$ cat config.mk
export PLATFORM = sky130hd
export DESIGN_NAME = ppu_vram_ctr
export DESIGN_NICKNAME = d
export VERILOG_FILES = /design/src/rtl/ppu_vram_ctr.sv
export SDC_FILE = /design/constraint.sdc
export NUM_CORES = 1
export LEC_CHECK = 0
export ABC_AREA = 1
export CORE_UTILIZATION = 25
export DETAILED_ROUTE_END_ITERATION = 16
export GPL_TIMING_DRIVEN = 0
export PLACE_DENSITY = 0.47
export SLEW_MARGIN = 40
export SYNTH_ARGS = -nofsm -noshare
export SYNTH_HDL_FRONTEND = slang
export SYNTH_SLANG_ARGS = --single-unit
export TNS_END_PERCENT = 10
$ cat constraint.sdc
create_clock -name clk_in -period 5.25 [get_ports clk_in]
set_input_delay 0.7875 -clock clk_in [delete_from_list [all_inputs] [get_ports clk_in]]
set_output_delay 0.7875 -clock clk_in [all_outputs]
set_load 0.1 [all_outputs]
$ cat src/rtl/ppu_vram_ctr.sv
// Scroll/VRAM address counters and background tile-fetch sequencer for the PPU.
// Optional macro PPU_VRAM_INC_GLITCH_EN: a 0x2007 access while rendering bumps coarse X and Y.
module ppu_vram_ctr #(
  parameter int VIS_LINES = 240,
  parameter int PRE_LINE  = 261
) (
  input  logic        clk_in,
  input  logic        rst_n_in,
  input  logic [2:0]  fv_in,
  input  logic [4:0]  vt_in,
  input  logic        v_in,
  input  logic [4:0]  ht_in,
  input  logic        h_in,
  input  logic        s_in,
  input  logic        upd_cntrs_in,
  input  logic        inc_addr_in,
  input  logic        inc_addr_amt_in,
  input  logic        bg_en_in,
  input  logic [9:0]  nes_x_in,
  input  logic [9:0]  nes_y_in,
  input  logic        pix_pulse_in,
  input  logic [7:0]  vram_d_in,
  output logic [13:0] vram_a_out,
  output logic [7:0]  bg_pat_lo_out,
  output logic [7:0]  bg_pat_hi_out,
  output logic [1:0]  bg_attr_out,
  output logic        bg_tile_vld_out,
  output logic        rendering_out
);

  localparam logic [9:0] VIS_Y = 10'(VIS_LINES);
  localparam logic [9:0] PRE_Y = 10'(PRE_LINE);

  typedef enum logic [1:0] {F_IDLE, F_NT, F_AT, F_LO} fetch_t;

  logic [2:0]  c_fv_r, fv_nxt_s;
  logic [4:0]  c_vt_r, vt_nxt_s;
  logic        c_v_r, v_nxt_s;
  logic        c_h_r, h_nxt_s;
  logic [4:0]  c_ht_r, ht_nxt_s;
  logic [14:0] cnt_s;
  logic [7:0]  nt_byte_r, pat_lo_r;
  logic [1:0]  at_bits_r, at_sel_s;
  fetch_t      fetch_r;
  logic [13:0] vram_a_r, addr_s;
  logic [7:0]  bg_pat_lo_r, bg_pat_hi_r;
  logic [1:0]  bg_attr_r;
  logic        tile_vld_r, rendering_r;
  logic        render_s, window_s, fetch_act_s, tile_end_s, glitch_s;
  logic        coarse_x_s, y_step_s, hreload_s, vreload_s;
  logic [2:0]  phase_s;

  // Vertical step of the scroll position; returns {fv, v, vt}.
  function automatic logic [8:0] y_inc(input logic [2:0] fv, input logic v, input logic [4:0] vt);
    logic [2:0] fv_o;
    logic       v_o;
    logic [4:0] vt_o;
    fv_o = fv + 3'd1;
    v_o  = v;
    vt_o = vt;
    if (fv == 3'd7) begin
      if (vt == 5'd29) begin
        vt_o = 5'd0;
        v_o  = ~v;
      end else if (vt == 5'd31) begin
        vt_o = 5'd0;
      end else begin
        vt_o = vt + 5'd1;
      end
    end else begin
      vt_o = vt;
    end
    return {fv_o, v_o, vt_o};
  endfunction

  assign cnt_s       = {c_fv_r, c_v_r, c_h_r, c_vt_r, c_ht_r};
  assign render_s    = bg_en_in && ((nes_y_in < VIS_Y) || (nes_y_in == PRE_Y));
  assign window_s    = (nes_x_in <= 10'd255) || ((nes_x_in >= 10'd320) && (nes_x_in <= 10'd335));
  assign phase_s     = nes_x_in[2:0];
  assign fetch_act_s = render_s && window_s;
  assign tile_end_s  = fetch_act_s && pix_pulse_in && (phase_s == 3'd7);

`ifdef PPU_VRAM_INC_GLITCH_EN
  assign glitch_s = render_s && inc_addr_in;
`else
  assign glitch_s = 1'b0;
`endif

  assign coarse_x_s = tile_end_s || glitch_s;
  assign y_step_s   = (pix_pulse_in && (nes_x_in == 10'd255)) || glitch_s;
  assign hreload_s  = pix_pulse_in && (nes_x_in == 10'd257);
  assign vreload_s  = pix_pulse_in && (nes_y_in == PRE_Y) && (nes_x_in == 10'd304);

  // Next counter values: latch load beats render updates, CPU increment only when idle.
  always_comb begin
    {fv_nxt_s, v_nxt_s, h_nxt_s, vt_nxt_s, ht_nxt_s} = cnt_s;
    if (upd_cntrs_in) begin
      {fv_nxt_s, v_nxt_s, h_nxt_s, vt_nxt_s, ht_nxt_s} = {fv_in, v_in, h_in, vt_in, ht_in};
    end else if (render_s) begin
      if (hreload_s) begin
        {h_nxt_s, ht_nxt_s} = {h_in, ht_in};
      end else if (coarse_x_s) begin
        {h_nxt_s, ht_nxt_s} = {c_h_r, c_ht_r} + 6'd1;
      end else begin
        {h_nxt_s, ht_nxt_s} = {c_h_r, c_ht_r};
      end
      if (vreload_s) begin
        {fv_nxt_s, v_nxt_s, vt_nxt_s} = {fv_in, v_in, vt_in};
      end else if (y_step_s) begin
        {fv_nxt_s, v_nxt_s, vt_nxt_s} = y_inc(c_fv_r, c_v_r, c_vt_r);
      end else begin
        {fv_nxt_s, v_nxt_s, vt_nxt_s} = {c_fv_r, c_v_r, c_vt_r};
      end
    end else if (inc_addr_in) begin
      {fv_nxt_s, v_nxt_s, h_nxt_s, vt_nxt_s, ht_nxt_s} = cnt_s + (inc_addr_amt_in ? 15'd32 : 15'd1);
    end else begin
      {fv_nxt_s, v_nxt_s, h_nxt_s, vt_nxt_s, ht_nxt_s} = cnt_s;
    end
  end

  // VRAM address: fetch address during the fetch window, live counters otherwise.
  always_comb begin
    addr_s = cnt_s[13:0];
    if (fetch_act_s) begin
      case (phase_s[2:1])
        2'd0:    addr_s = {2'b10, c_v_r, c_h_r, c_vt_r, c_ht_r};
        2'd1:    addr_s = {2'b10, c_v_r, c_h_r, 4'b1111, c_vt_r[4:2], c_ht_r[4:2]};
        2'd2:    addr_s = {1'b0, s_in, nt_byte_r, 1'b0, c_fv_r};
        2'd3:    addr_s = {1'b0, s_in, nt_byte_r, 1'b1, c_fv_r};
        default: addr_s = cnt_s[13:0];
      endcase
    end else begin
      addr_s = cnt_s[13:0];
    end
  end

  // Attribute quadrant select from coarse-Y bit 1 and coarse-X bit 1.
  always_comb begin
    case ({c_vt_r[1], c_ht_r[1]})
      2'b00:   at_sel_s = vram_d_in[1:0];
      2'b01:   at_sel_s = vram_d_in[3:2];
      2'b10:   at_sel_s = vram_d_in[5:4];
      2'b11:   at_sel_s = vram_d_in[7:6];
      default: at_sel_s = 2'd0;
    endcase
  end

  // Counters, fetch latches and tile outputs; a tile is delivered only after NT, AT, PT-lo in order.
  always_ff @(posedge clk_in or negedge rst_n_in) begin
    if (!rst_n_in) begin
      c_fv_r      <= 3'd0;
      c_vt_r      <= 5'd0;
      c_v_r       <= 1'b0;
      c_h_r       <= 1'b0;
      c_ht_r      <= 5'd0;
      nt_byte_r   <= 8'd0;
      at_bits_r   <= 2'd0;
      pat_lo_r    <= 8'd0;
      fetch_r     <= F_IDLE;
      vram_a_r    <= 14'd0;
      bg_pat_lo_r <= 8'd0;
      bg_pat_hi_r <= 8'd0;
      bg_attr_r   <= 2'd0;
      tile_vld_r  <= 1'b0;
      rendering_r <= 1'b0;
    end else begin
      c_fv_r      <= fv_nxt_s;
      c_vt_r      <= vt_nxt_s;
      c_v_r       <= v_nxt_s;
      c_h_r       <= h_nxt_s;
      c_ht_r      <= ht_nxt_s;
      vram_a_r    <= addr_s;
      rendering_r <= render_s;
      tile_vld_r  <= 1'b0;
      if (pix_pulse_in && fetch_act_s) begin
        case (phase_s)
          3'd1: begin
            nt_byte_r <= vram_d_in;
            fetch_r   <= F_NT;
          end
          3'd3: begin
            at_bits_r <= at_sel_s;
            fetch_r   <= (fetch_r == F_NT) ? F_AT : F_IDLE;
          end
          3'd5: begin
            pat_lo_r <= vram_d_in;
            fetch_r  <= (fetch_r == F_AT) ? F_LO : F_IDLE;
          end
          3'd7: begin
            if (fetch_r == F_LO) begin
              bg_pat_lo_r <= pat_lo_r;
              bg_pat_hi_r <= vram_d_in;
              bg_attr_r   <= at_bits_r;
              tile_vld_r  <= 1'b1;
            end else begin
              tile_vld_r  <= 1'b0;
            end
            fetch_r <= F_IDLE;
          end
          default: fetch_r <= fetch_r;
        endcase
      end else if (!fetch_act_s) begin
        fetch_r <= F_IDLE;
      end else begin
        fetch_r <= fetch_r;
      end
    end
  end

  assign vram_a_out      = vram_a_r;
  assign bg_pat_lo_out   = bg_pat_lo_r;
  assign bg_pat_hi_out   = bg_pat_hi_r;
  assign bg_attr_out     = bg_attr_r;
  assign bg_tile_vld_out = tile_vld_r;
  assign rendering_out   = rendering_r;

endmodule
==> run_results.csv, run 1 <==
group,metric,value,unit
global_routing,grt_overflow,0,
synthesis,syn_inst,592,
detailed_routing,routed_wl,13.3,mm
final_layout,layout-drive-gt1-share,0.168,
synthesis,synthFlopType,"dfrtp_1",
clock_tree,clkLatencyLatePin,340,ps
power,power_frac_seq,0.364,
timing,final-setup-viol-count,0,
timing,fin_crit,2550,ps
power,vdd_drop_max,0.000152,V
timing,skew,12.5,ps
power,power.share.clock,0.333,
detailed_routing,post-route-drc-count,0,
final_layout,final_nets,747,
clock_tree,htreeDepth,3,
power,internal_power,1060,uW
clock_tree,clkSinkCount,69,
global_routing,grt_max_degree,58,
detailed_routing,wl_per_cell,14.6,microns
clock_tree,cts_buffers,9,
global_routing,grt_pass1_wl,21.5,mm
setup_path,regToRegEndpoint,"c_fv_r[0]$_DFFE_PN0P_",
timing,fmax,392,MHz
power,p_switching,654,uW
synthesis,ys_seq_elements,69,
setup_path,cp.arrival,2780,ps
detailed_routing,ant_nets,0,
setup_path,reg2reg_from,"c_ht_r[0]$_DFFE_PN0P_",
synthesis,yosys-top-cells-area,"dfrtp_1 (40%), nand2_1 (17%), nand3_1 (7.3%)",
setup_path,worst_r2r_path_depth,13,
min_path,hp-class,"primary input to asynchronous set/reset pin",
setup_path,r2r_setup_slack,3200,ps
clock_tree,cts_setup_buffers,0,
power,p_total,1720,uW
global_routing,grtUsageTotal,0.157,
synthesis,yosysMostFrequentCell,"nand2_1",
die,die_width,134,microns
die,core_area,16800,sq um
detailed_routing,firstDrtPassIters,4,
setup_path,cp.buffers_inverters,3,
power,cellPowerDensity,308,nW/um^2
setup_path,cp_common_cell,"nand2_1",
setup_path,slowest_stage,"clkdlybuf4s50_1",
setup_path,cp_top_family,"simple AND/OR/NAND/NOR gates",
die,io_pins,85,
die,start_util,0.258,
timing,fin_crit_sh,0.485,
detailed_routing,viasPerCell,4.54,
timing,tns,0,ps
setup_path,crit_chain,"clkdlybuf4s50_1, inv_1, ha_1, ha_1, inv_1, nor2_1, nand2_1, nand2_1, nand2_1, o21ai_0, nand3_1, nand2_1, nand2_1, nand2_1, nand2_1",
final_layout,area_delta_synth_final,28.7,%
global_routing,antenna_found_initial,0,
clock_tree,root_buffer,"clkbuf_16",
place,io_buffers,83,
synthesis,async_reset_ff_frac,1.00,
setup_path,crit_path_max_incr_delay,470,ps
synthesis,synthDominantCellAreaShare,0.399,
timing,tightest_slew,565,ps
power,p_comb_frac,0.303,
synthesis,yosys_warnings,0,
synthesis,synth_top_area_cell,"dfrtp_1",
place,dp_hpwl,10.5,mm
setup_path,cp-end-kind,"register",
die,dieArea,17800,sq um
flow_run,cap_viol_max_count,0,
setup_path,crit_type,"primary input to register",
synthesis,avgSynthCellArea,7.30,sq um
power,p_leak,0.00275,uW
global_routing,first_global_vias,4092,
timing,whs,258,ps
detailed_routing,vias,4144,
clock_tree,hold_buffers,0,
timing,rsz0062_at_grt,"no",
clock_tree,cts_tree,"built",
synthesis,synth_edf_count,0,
timing,hold_viol_final,0,
setup_path,crit_path_start_kind,"primary input",
final_layout,postLayoutCoreUtil,0.332,
timing,max_slew_margin,0.613,
synthesis,synthTopCellsByCount,"nand2_1 (201), dfrtp_1 (69), nand3_1 (63), inv_1 (58), nor2_1 (54)",
die,rows,47,
synthesis,synth_nets,652,
final_layout,num_antenna_cells,0,
synthesis,ys_types,38,
clock_tree,cts_resized,0,
setup_path,crit_required,5480,ps
setup_path,path_max_fanout,4,
clock_tree,cts.clk_slew.worst_paths,60,ps
synthesis,netlist_area,4320,sq um
die,die_height,134,microns
status,outcome,"completed",
clock_tree,clock_path_buffers,2,
power,p_sw_frac,0.381,
timing,drv_slew,0,
synthesis,yosysSeqAreaShare,0.399,
place,gp_congestion,0.884,
detailed_routing,first_iter_violations,247,
[power by group through the flow]
stage / logic [uW] / registers [uW] / clock network, uW
6_report: 519 / 624 / 572
5_1_grt: 567 / 631 / 607
4_1_cts: 524 / 624 / 588
3_5_place_dp: 521 / 634 / 0
3_3_place_gp: 537 / 635 / 0
2_1_floorplan: 221 / 769 / 0
[flip-flops by register name, summed over array words and instances, names as in the netlist, 3 cells and up]
register       flops
c_fv_r             3
nt_byte_r          8
c_ht_r             5
bg_pat_lo_out      8
bg_pat_hi_out      8
c_vt_r             5
vram_a_out        14
pat_lo_r           8
[worst max path at each step]
stage / start / to / slack [ps] / depth (start not counted)
2_1_floorplan: inc_addr_amt_in / c_fv_r[0]$_DFFE_PN0P_ / 3170 / 14
3_3_place_gp: rst_n_in / c_fv_r[1]$_DFFE_PN0P_ / 900 / 1
3_5_place_dp: nes_y_in[5] / c_h_r$_DFFE_PN0P_ / 2390 / 11
4_1_cts: nes_y_in[5] / c_h_r$_DFFE_PN0P_ / 2740 / 11
5_1_grt: inc_addr_amt_in / c_fv_r[0]$_DFFE_PN0P_ / 2500 / 15
6_report: inc_addr_amt_in / c_fv_r[0]$_DFFE_PN0P_ / 2700 / 15
[layer usage]
layer	wire, microns	vias up	track usage
li1	-	2101	-
met4	258	0	0.0480
met5	0	-	0
met1	6100	1911	0.205
met3	726	17	0.0323
met2	6200	115	0.261
[stage by stage]
step	cells	setup WS [ps]	instance area [sq um]
2_1_floorplan	592	3170	4320
6_report	912	2700	5570
3_5_place_dp	896	2390	5290
5_1_grt	912	2500	5570
3_3_place_gp	895	896	5430
4_1_cts	912	2740	5570
[placed cells by master (no fill, tap or decap), types with 2 or more instances in the layout]
cell type	n
dfrtp_1	69
nand2_1	201
inv_2	3
clkinvlp_4	2
a21oi_1	11
buf_4	3
nand4_1	7
o21ai_1	6
o21ai_0	14
xor2_1	8
buf_6	4
clkinv_2	3
inv_1	58
clkdlybuf4s50_1	48
ha_1	9
nand2_2	8
o211ai_1	7
clkbuf_16	9
nand3_4	2
nor3_1	5
clkbuf_1	4
o21ai_2	22
nor2_2	5
nor2_1	54
or2_2	5
nor2_4	5
buf_2	38
o21bai_1	3
nand3_1	63
[final cells by class]
type                    instances  area [sq um]
plain buffers                  15          95.1
inverters                      62           233
clock buffers                  10           239
clock inverters                 6          38.8
flip-flops and latches         69          1730
multi-input cells             446          2270
well taps                     220           275
repair buffers                 84           689
fillers                      1825         11200
[cell families (layout without fill, tap and decap cells)]
kind of cell    after synthesis  count (layout)  synth area share
compound gates               70              70             0.114
xor+xnor                      9               9            0.0182
fa+ha+maj                     9               9            0.0260
buf+inv                      77             177            0.0758
flops                        69              69             0.399
simple gates                358             358             0.366
(Power assumes the default switching activity.)
==> run 2: changes to the inputs <==
--- a/config.mk
+++ b/config.mk
@@ -9,7 +9,7 @@
 export CORE_UTILIZATION = 25
 export DETAILED_ROUTE_END_ITERATION = 16
 export GPL_TIMING_DRIVEN = 0
-export PLACE_DENSITY = 0.47
+export PLACE_DENSITY = 0.48
 export SLEW_MARGIN = 40
 export SYNTH_ARGS = -nofsm -noshare
 export SYNTH_HDL_FRONTEND = slang
==> constraint.sdc (replaced) <==
create_clock -name clk_in -period 2.3 [get_ports clk_in]
set_input_delay 0.345 -clock clk_in [delete_from_list [all_inputs] [get_ports clk_in]]
set_output_delay 0.345 -clock clk_in [all_outputs]
set_load 0.1 [all_outputs]
==> run 2 against run 1 <==
  * Non-clock buffer count up 1
  * Hold slack better by 200 ps
  * Flip-flop and latch count unchanged
  * Worst setup slack worse by 2500 ps
  * Power up 140%
  * Clock skew down 2.7 ps
  * Sequential power up 130%
  * Clock power rose to 2.6 times the previous value
  * Die area unchanged
  * Critical path type unchanged
==> run_results.csv, run 2 (synthesis gave the netlist of run 1 again) <==
group,metric,value,unit
final_layout,largest_reg_flops,14,
final_layout,layout-drive-gt1-share,0.169,
setup_path,cp-end-kind,"register",
setup_path,worst_r2r_path_depth,12,
final_layout,nFillCells,1790,
global_routing,first_global_vias,4145,
status,outcome,"completed",
global_routing,grt_pass1_wl,21.5,mm
setup_path,r2r_setup_slack,300,ps
setup_path,crit_path_start_kind,"primary input",
timing,fin_crit_sh,0.906,
setup_path,path_max_fanout,8,
detailed_routing,firstDrtPassIters,5,
timing,fin_crit,2080,ps
place,dp_hpwl,10.6,mm
timing,hold_viol_final,0,
global_routing,grt_overflow,0,
die,die_height,134,microns
timing,tightest_slew,534,ps
clock_tree,cts_buffers,9,
global_routing,grt_max_degree,37,
final_layout,area_delta_synth_final,30.0,%
final_layout,num_antenna_cells,0,
final_layout,layout_common_cells,"nand2_1 (201), dfrtp_1 (69), nand3_1 (63)",
clock_tree,htreeDepth,3,
power,cellPowerDensity,734,nW/um^2
clock_tree,clock_path_buffers,2,
global_routing,antenna_found_initial,0,
timing,drv_slew,0,
setup_path,cp.arrival,2300,ps
detailed_routing,first_iter_violations,191,
timing,max_slew_margin,0.635,
die,core_area,16800,sq um
detailed_routing,wl_per_cell,14.6,microns
power,vdd_drop_max,0.000383,V
clock_tree,clkLatencyLatePin,340,ps
timing,skew,9.81,ps
timing,final-setup-viol-count,0,
die,rows,47,
setup_path,regToRegEndpoint,"c_fv_r[1]$_DFFE_PN0P_",
die,io_pins,85,
setup_path,cp-startpoint,"nes_x_in[5]",
timing,whs,461,ps
detailed_routing,post-route-drc-count,0,
place,io_buffers,83,
detailed_routing,ant_nets,0,
final_layout,layout_commonest_cell,"nand2_1",
clock_tree,cts_tree,"built",
setup_path,reg2reg_from,"c_vt_r[0]$_DFFE_PN0P_",
clock_tree,root_buffer,"clkbuf_16",
detailed_routing,vias,4200,
setup_path,crit_path_end,"c_h_r$_DFFE_PN0P_",
global_routing,grtUsageTotal,0.156,
die,die_width,134,microns
power,p_leak,0.00277,uW
min_path,hp-class,"primary input to register",
setup_path,crit_type,"primary input to register",
flow_run,cap_viol_max_count,0,
timing,rsz0062_at_grt,"no",
detailed_routing,viasPerCell,4.60,
clock_tree,clkSinkCount,69,
clock_tree,cts_setup_buffers,0,
setup_path,crit_required,2520,ps
place,gp_congestion,0.856,
clock_tree,cts.clk_slew.worst_paths,60,ps
detailed_routing,routed_wl,13.3,mm
die,start_util,0.258,
final_layout,final_nets,748,
timing,fmax,480,MHz
die,dieArea,17800,sq um
final_layout,postLayoutCoreUtil,0.335,
-- run 2: power breakdown --
group          switching (uW)  internal, uW
clock network             549           959
registers                 105          1320
logic                     847           343
-- run 2: worst min-delay path by stage --
stage / start / to / slack (ps) / depth (start not counted)
after detailed placement: rst_n_in / bg_pat_lo_out[3]$_DFFE_PN0P_ / 270 / 1
after global routing: bg_pat_lo_out[5]$_DFFE_PN0P_ / bg_pat_lo_out[5]$_DFFE_PN0P_ / 490 / 2
after global placement: pat_lo_r[2]$_DFFE_PN0P_ / bg_pat_lo_out[2]$_DFFE_PN0P_ / 450 / 2
after CTS: nes_x_in[2] / vram_a_out[3]$_DFF_PN0_ / 460 / 3
after floorplan: rst_n_in / at_bits_r[0]$_DFFE_PN0P_ / 50 / 0
final: nes_x_in[2] / vram_a_out[3]$_DFF_PN0_ / 460 / 3
-- run 2: final cells by class --
cell class | instances | area [sq um] | area share
plain buffers | 15 | 95.1 | 0.0169
multi-input cells | 446 | 2270 | 0.405
flip-flops and latches | 69 | 1730 | 0.307
well taps | 220 | 275 | 0.0490
clock buffers | 10 | 229 | 0.0407
clock inverters | 6 | 95.1 | 0.0169
repair buffers | 85 | 692 | 0.123
inverters | 62 | 233 | 0.0414
-- run 2: repair_timing --
action | CTS | global route
gates resized for setup | 0 | 2
setup endpoints to repair | 0 | 1
hold endpoints to repair | 33 | 0
hold buffers | 1 | 0
-- run 2: worst max-delay path, cell delays in order --
cell	delay, ps
clkdlybuf4s50_1	430
nor2_1	240
nand4_1	130
nand2_1	170
nand4_4	220
o21ai_2	430
nand2_2	170
nand2_1	100
nand2_1	60
-- run 2: metrics by stage --
stage	setup WS (ps)	power (uW)	TNS, ps	instance area (sq um)	std cells
after detailed placement	-140	2630	-2130	5280	896
after floorplan	620	2260	0	4320	592
after CTS	214	4180	0	5620	913
final	216	4130	0	5620	913
after global placement	-1580	2670	-109670	5430	895
after global routing	21.7	4350	0	5620	913
-- run 2: routing by layer --
layer | vias up | global-route usage | routed length (microns)
met3 | 12 | 0.0301 | 661
met2 | 114 | 0.268 | 6430
met5 | - | 0 | 0
met4 | 0 | 0.0366 | 116
li1 | 2108 | - | -
met1 | 1966 | 0.201 | 6120
==> run 3: changes to the inputs <==
--- a/config.mk
+++ b/config.mk
@@ -5,11 +5,10 @@
 export SDC_FILE = /design/constraint.sdc
 export NUM_CORES = 1
 export LEC_CHECK = 0
-export ABC_AREA = 1
 export CORE_UTILIZATION = 25
 export DETAILED_ROUTE_END_ITERATION = 16
 export GPL_TIMING_DRIVEN = 0
-export PLACE_DENSITY = 0.48
+export PLACE_DENSITY = 0.49
 export SLEW_MARGIN = 40
 export SYNTH_ARGS = -nofsm -noshare
 export SYNTH_HDL_FRONTEND = slang
==> run 3 against run 2 <==
  * The run now ends with setup timing left
  * Clock-buffer cell count did not move
  * Area after synthesis is 8.6% lower
  * Critical path depth is the same
  * Clock power about the same
  * Utilization increased by 2.2 points
  * Combinational power down 8%
  * Die area down 8.5%
  * Non-clock buffer count grew 11
  * Wire length down 12%
  * Clock skew about the same
==> run_results.csv, run 3 <==
group,metric,value,unit
status,outcome,"finished with violations",
status,violations,"setup timing",
clock_tree,cts_buffers,9,
synthesis,netlist_area,3950,sq um
timing,hold_viol_final,0,
detailed_routing,vias,3364,
synthesis,async_reset_ff_frac,1.00,
synthesis,yosys-top-cells-area,"dfrtp_1 (44%), mux2_2 (8.8%), mux2_4 (3.0%)",
place,dp_slack,-898,ps
clock_tree,clkLatencyLatePin,330,ps
timing,fin_crit_sh,1.02,
power,power.share.clock,0.375,
timing,fmax,428,MHz
final_layout,layout_common_cells,"dfrtp_1 (68), clkdlybuf4s50_1 (38), buf_2 (36)",
global_routing,antenna_found_initial,0,
die,die_height,128,microns
setup_path,crit_required,2510,ps
final_layout,register_area,1730,sq um
global_routing,use_met1,0.206,
power,internal_power,2670,uW
final_layout,stdcell_area,5480,sq um
synthesis,syn_inst,372,
place,place_inst,667,
clock_tree,cts.clk_slew.worst_paths,60,ps
synthesis,synth_edf_count,0,
flow_run,cap_viol_max_count,0,
die,core_area,15300,sq um
timing,skew,10.2,ps
global_routing,grt_max_degree,45,
final_layout,largest_reg_flops,14,
power,p_sw_frac,0.339,
timing,setup_slack,-35.7,ps
synthesis,yosysMostFrequentCell,"dfrtp_1",
power,p_comb_frac,0.272,
final_layout,postLayoutCoreUtil,0.358,
synthesis,synthDominantCellAreaShare,0.437,
global_routing,grt-busiest-layer,"met2",
global_routing,grtUsageTotal,0.147,
detailed_routing,post-route-drc-count,0,
detailed_routing,viasPerCell,4.86,
final_layout,multiInputGateArea,2200,sq um
clock_tree,cts_tree,"built",
setup_path,cp-end-kind,"register",
clock_tree,clkSinkCount,69,
final_layout,layout_commonest_cell,"dfrtp_1",
place,postPlaceCellArea,4910,sq um
detailed_routing,firstDrtPassIters,4,
die,io_pins,85,
setup_path,crit_path_start_kind,"primary input",
place,gp_congestion,0.817,
final_layout,final_cells,692,
timing,rsz0062_at_grt,"yes",
place,io_buffers,83,
synthesis,ys_seq_elements,69,
timing,tightest_slew,750,ps
die,dieArea,16300,sq um
synthesis,yosys_warnings,0,
final_layout,layout-drive-gt1-share,0.312,
global_routing,first_global_vias,3345,
timing,final-setup-viol-count,8,
global_routing,grt_util_met2,0.233,
power,cellPowerDensity,738,nW/um^2
die,start_util,0.258,
final_layout,final_nets,536,
final_layout,num_antenna_cells,0,
setup_path,reg2reg_from,"c_fv_r[0]$_DFFE_PN0P_",
clock_tree,root_buffer,"clkbuf_16",
synthesis,avgSynthCellArea,10.6,sq um
power,power_frac_seq,0.353,
setup_path,cp.arrival,2540,ps
detailed_routing,routed_wl,11.7,mm
detailed_routing,wl_per_cell,16.9,microns
setup_path,cp-startpoint,"nes_y_in[1]",
timing,max_slew_margin,0.498,
timing,tns,-211,ps
min_path,hp-class,"primary input to asynchronous set/reset pin",
synthesis,synth_nets,432,
global_routing,grt_overflow,0,
final_layout,area_delta_synth_final,38.7,%
place,dp_hpwl,8.73,mm
detailed_routing,ant_nets,0,
die,rows,45,
timing,fin_crit,2340,ps
detailed_routing,first_iter_violations,249,
setup_path,path_max_fanout,8,
synthesis,yosysSeqAreaShare,0.437,
power,p_switching,1370,uW
synthesis,ys_types,68,
synthesis,synthTopCellsByCount,"dfrtp_1 (69), mux2_2 (31), nand2_1 (31), nor2_1 (21), a21oi_1 (18)",
global_routing,grt_pass1_wl,18.6,mm
synthesis,synth_top_area_cell,"dfrtp_1",
global_routing,use_met3,0.0200,
power,p_leak,0.00255,uW
die,die_width,128,microns
power,vdd_drop_max,0.000393,V
setup_path,crit_type,"primary input to register",
final_layout,nFillCells,1542,
timing,drv_slew,0,
synthesis,synthFlopType,"dfrtp_1",
clock_tree,clock_path_buffers,2,
clock_tree,htreeDepth,3,
[run 3: metal layers]
metal	up-vias	wire length, microns
met5	-	0
met4	0	157
met3	12	551
met2	89	5530
met1	1662	5470
li1	1601	-
[run 3: worst paths after layout]
path / to / slack, ps / cells past startpoint
worst min register to register: vram_a_out[11]$_DFF_PN0_ / 480 / 2
worst max register to register: c_vt_r[1]$_DFFE_PN0P_ / 110 / 8
worst min-delay path: bg_tile_vld_out$_DFF_PN0_ / 430 / 2
min in group clk_in: vram_a_out[11]$_DFF_PN0_ / 480 / 2
worst max-delay path: nt_byte_r[7]$_DFFE_PN0P_ / -40 / 9
max in group asynchronous: c_vt_r[4]$_DFFE_PN0P_ / 1360 / 3
[run 3: area by class of cell]
class,instances,area share
clock buffers,10,0.0436
repair buffers,94,0.143
flip-flops and latches,69,0.315
inverters,17,0.0126
well taps,211,0.0482
clock inverters,6,0.0171
plain buffers,17,0.0178
multi-input cells,268,0.402
[run 3: power by group through the flow]
| stage | sequential (uW) | clock, uW | combinational [uW] |
|---|---|---|---|
| 2_1_floorplan | 1760 | 0 | 411 |
| 3_3_place_gp | 1450 | 0 | 1100 |
| 3_5_place_dp | 1450 | 0 | 1070 |
| 4_1_cts | 1430 | 1550 | 1090 |
| 5_1_grt | 1440 | 1600 | 1180 |
| 6_report | 1430 | 1520 | 1100 |
[run 3: cell families (layout without fill, tap and decap cells)]
family,count (synthesis),after routing,share of synthesized area
and+or+nand+nor,119,119,0.180
AOI/OAI and AO/OA,88,88,0.161
xor gates and xnor gates,5,5,0.0111
adders and majority gates,9,9,0.0285
buffers and inverters,35,144,0.0380
DFF,69,69,0.437
muxes,47,47,0.145
[run 3: through the flow]
step	hold slack, ps	total power (uW)
2_1_floorplan	49.4	2170
3_3_place_gp	466	2540
3_5_place_dp	225	2520
4_1_cts	435	4070
5_1_grt	454	4220
6_report	429	4050
[run 3: timing repair]
item / in CTS / in global routing
resized for setup: 21 / 27
endpoints found under the setup margin: 48 / 44
endpoints found under the hold margin: 25 / 0
pin swaps: 5 / 5
buffers inserted: 5 / 4
hold buffers: 1 / 0
[run 3: worst max-delay path, cell delays in order]
cell             delay (ps)
clkdlybuf4s50_1         390
and4bb_2                370
a21o_4                  160
nand2_4                  90
inv_6                   120
nand3b_2                100
or4_4                   490
buf_6                   170
mux2_4                  300
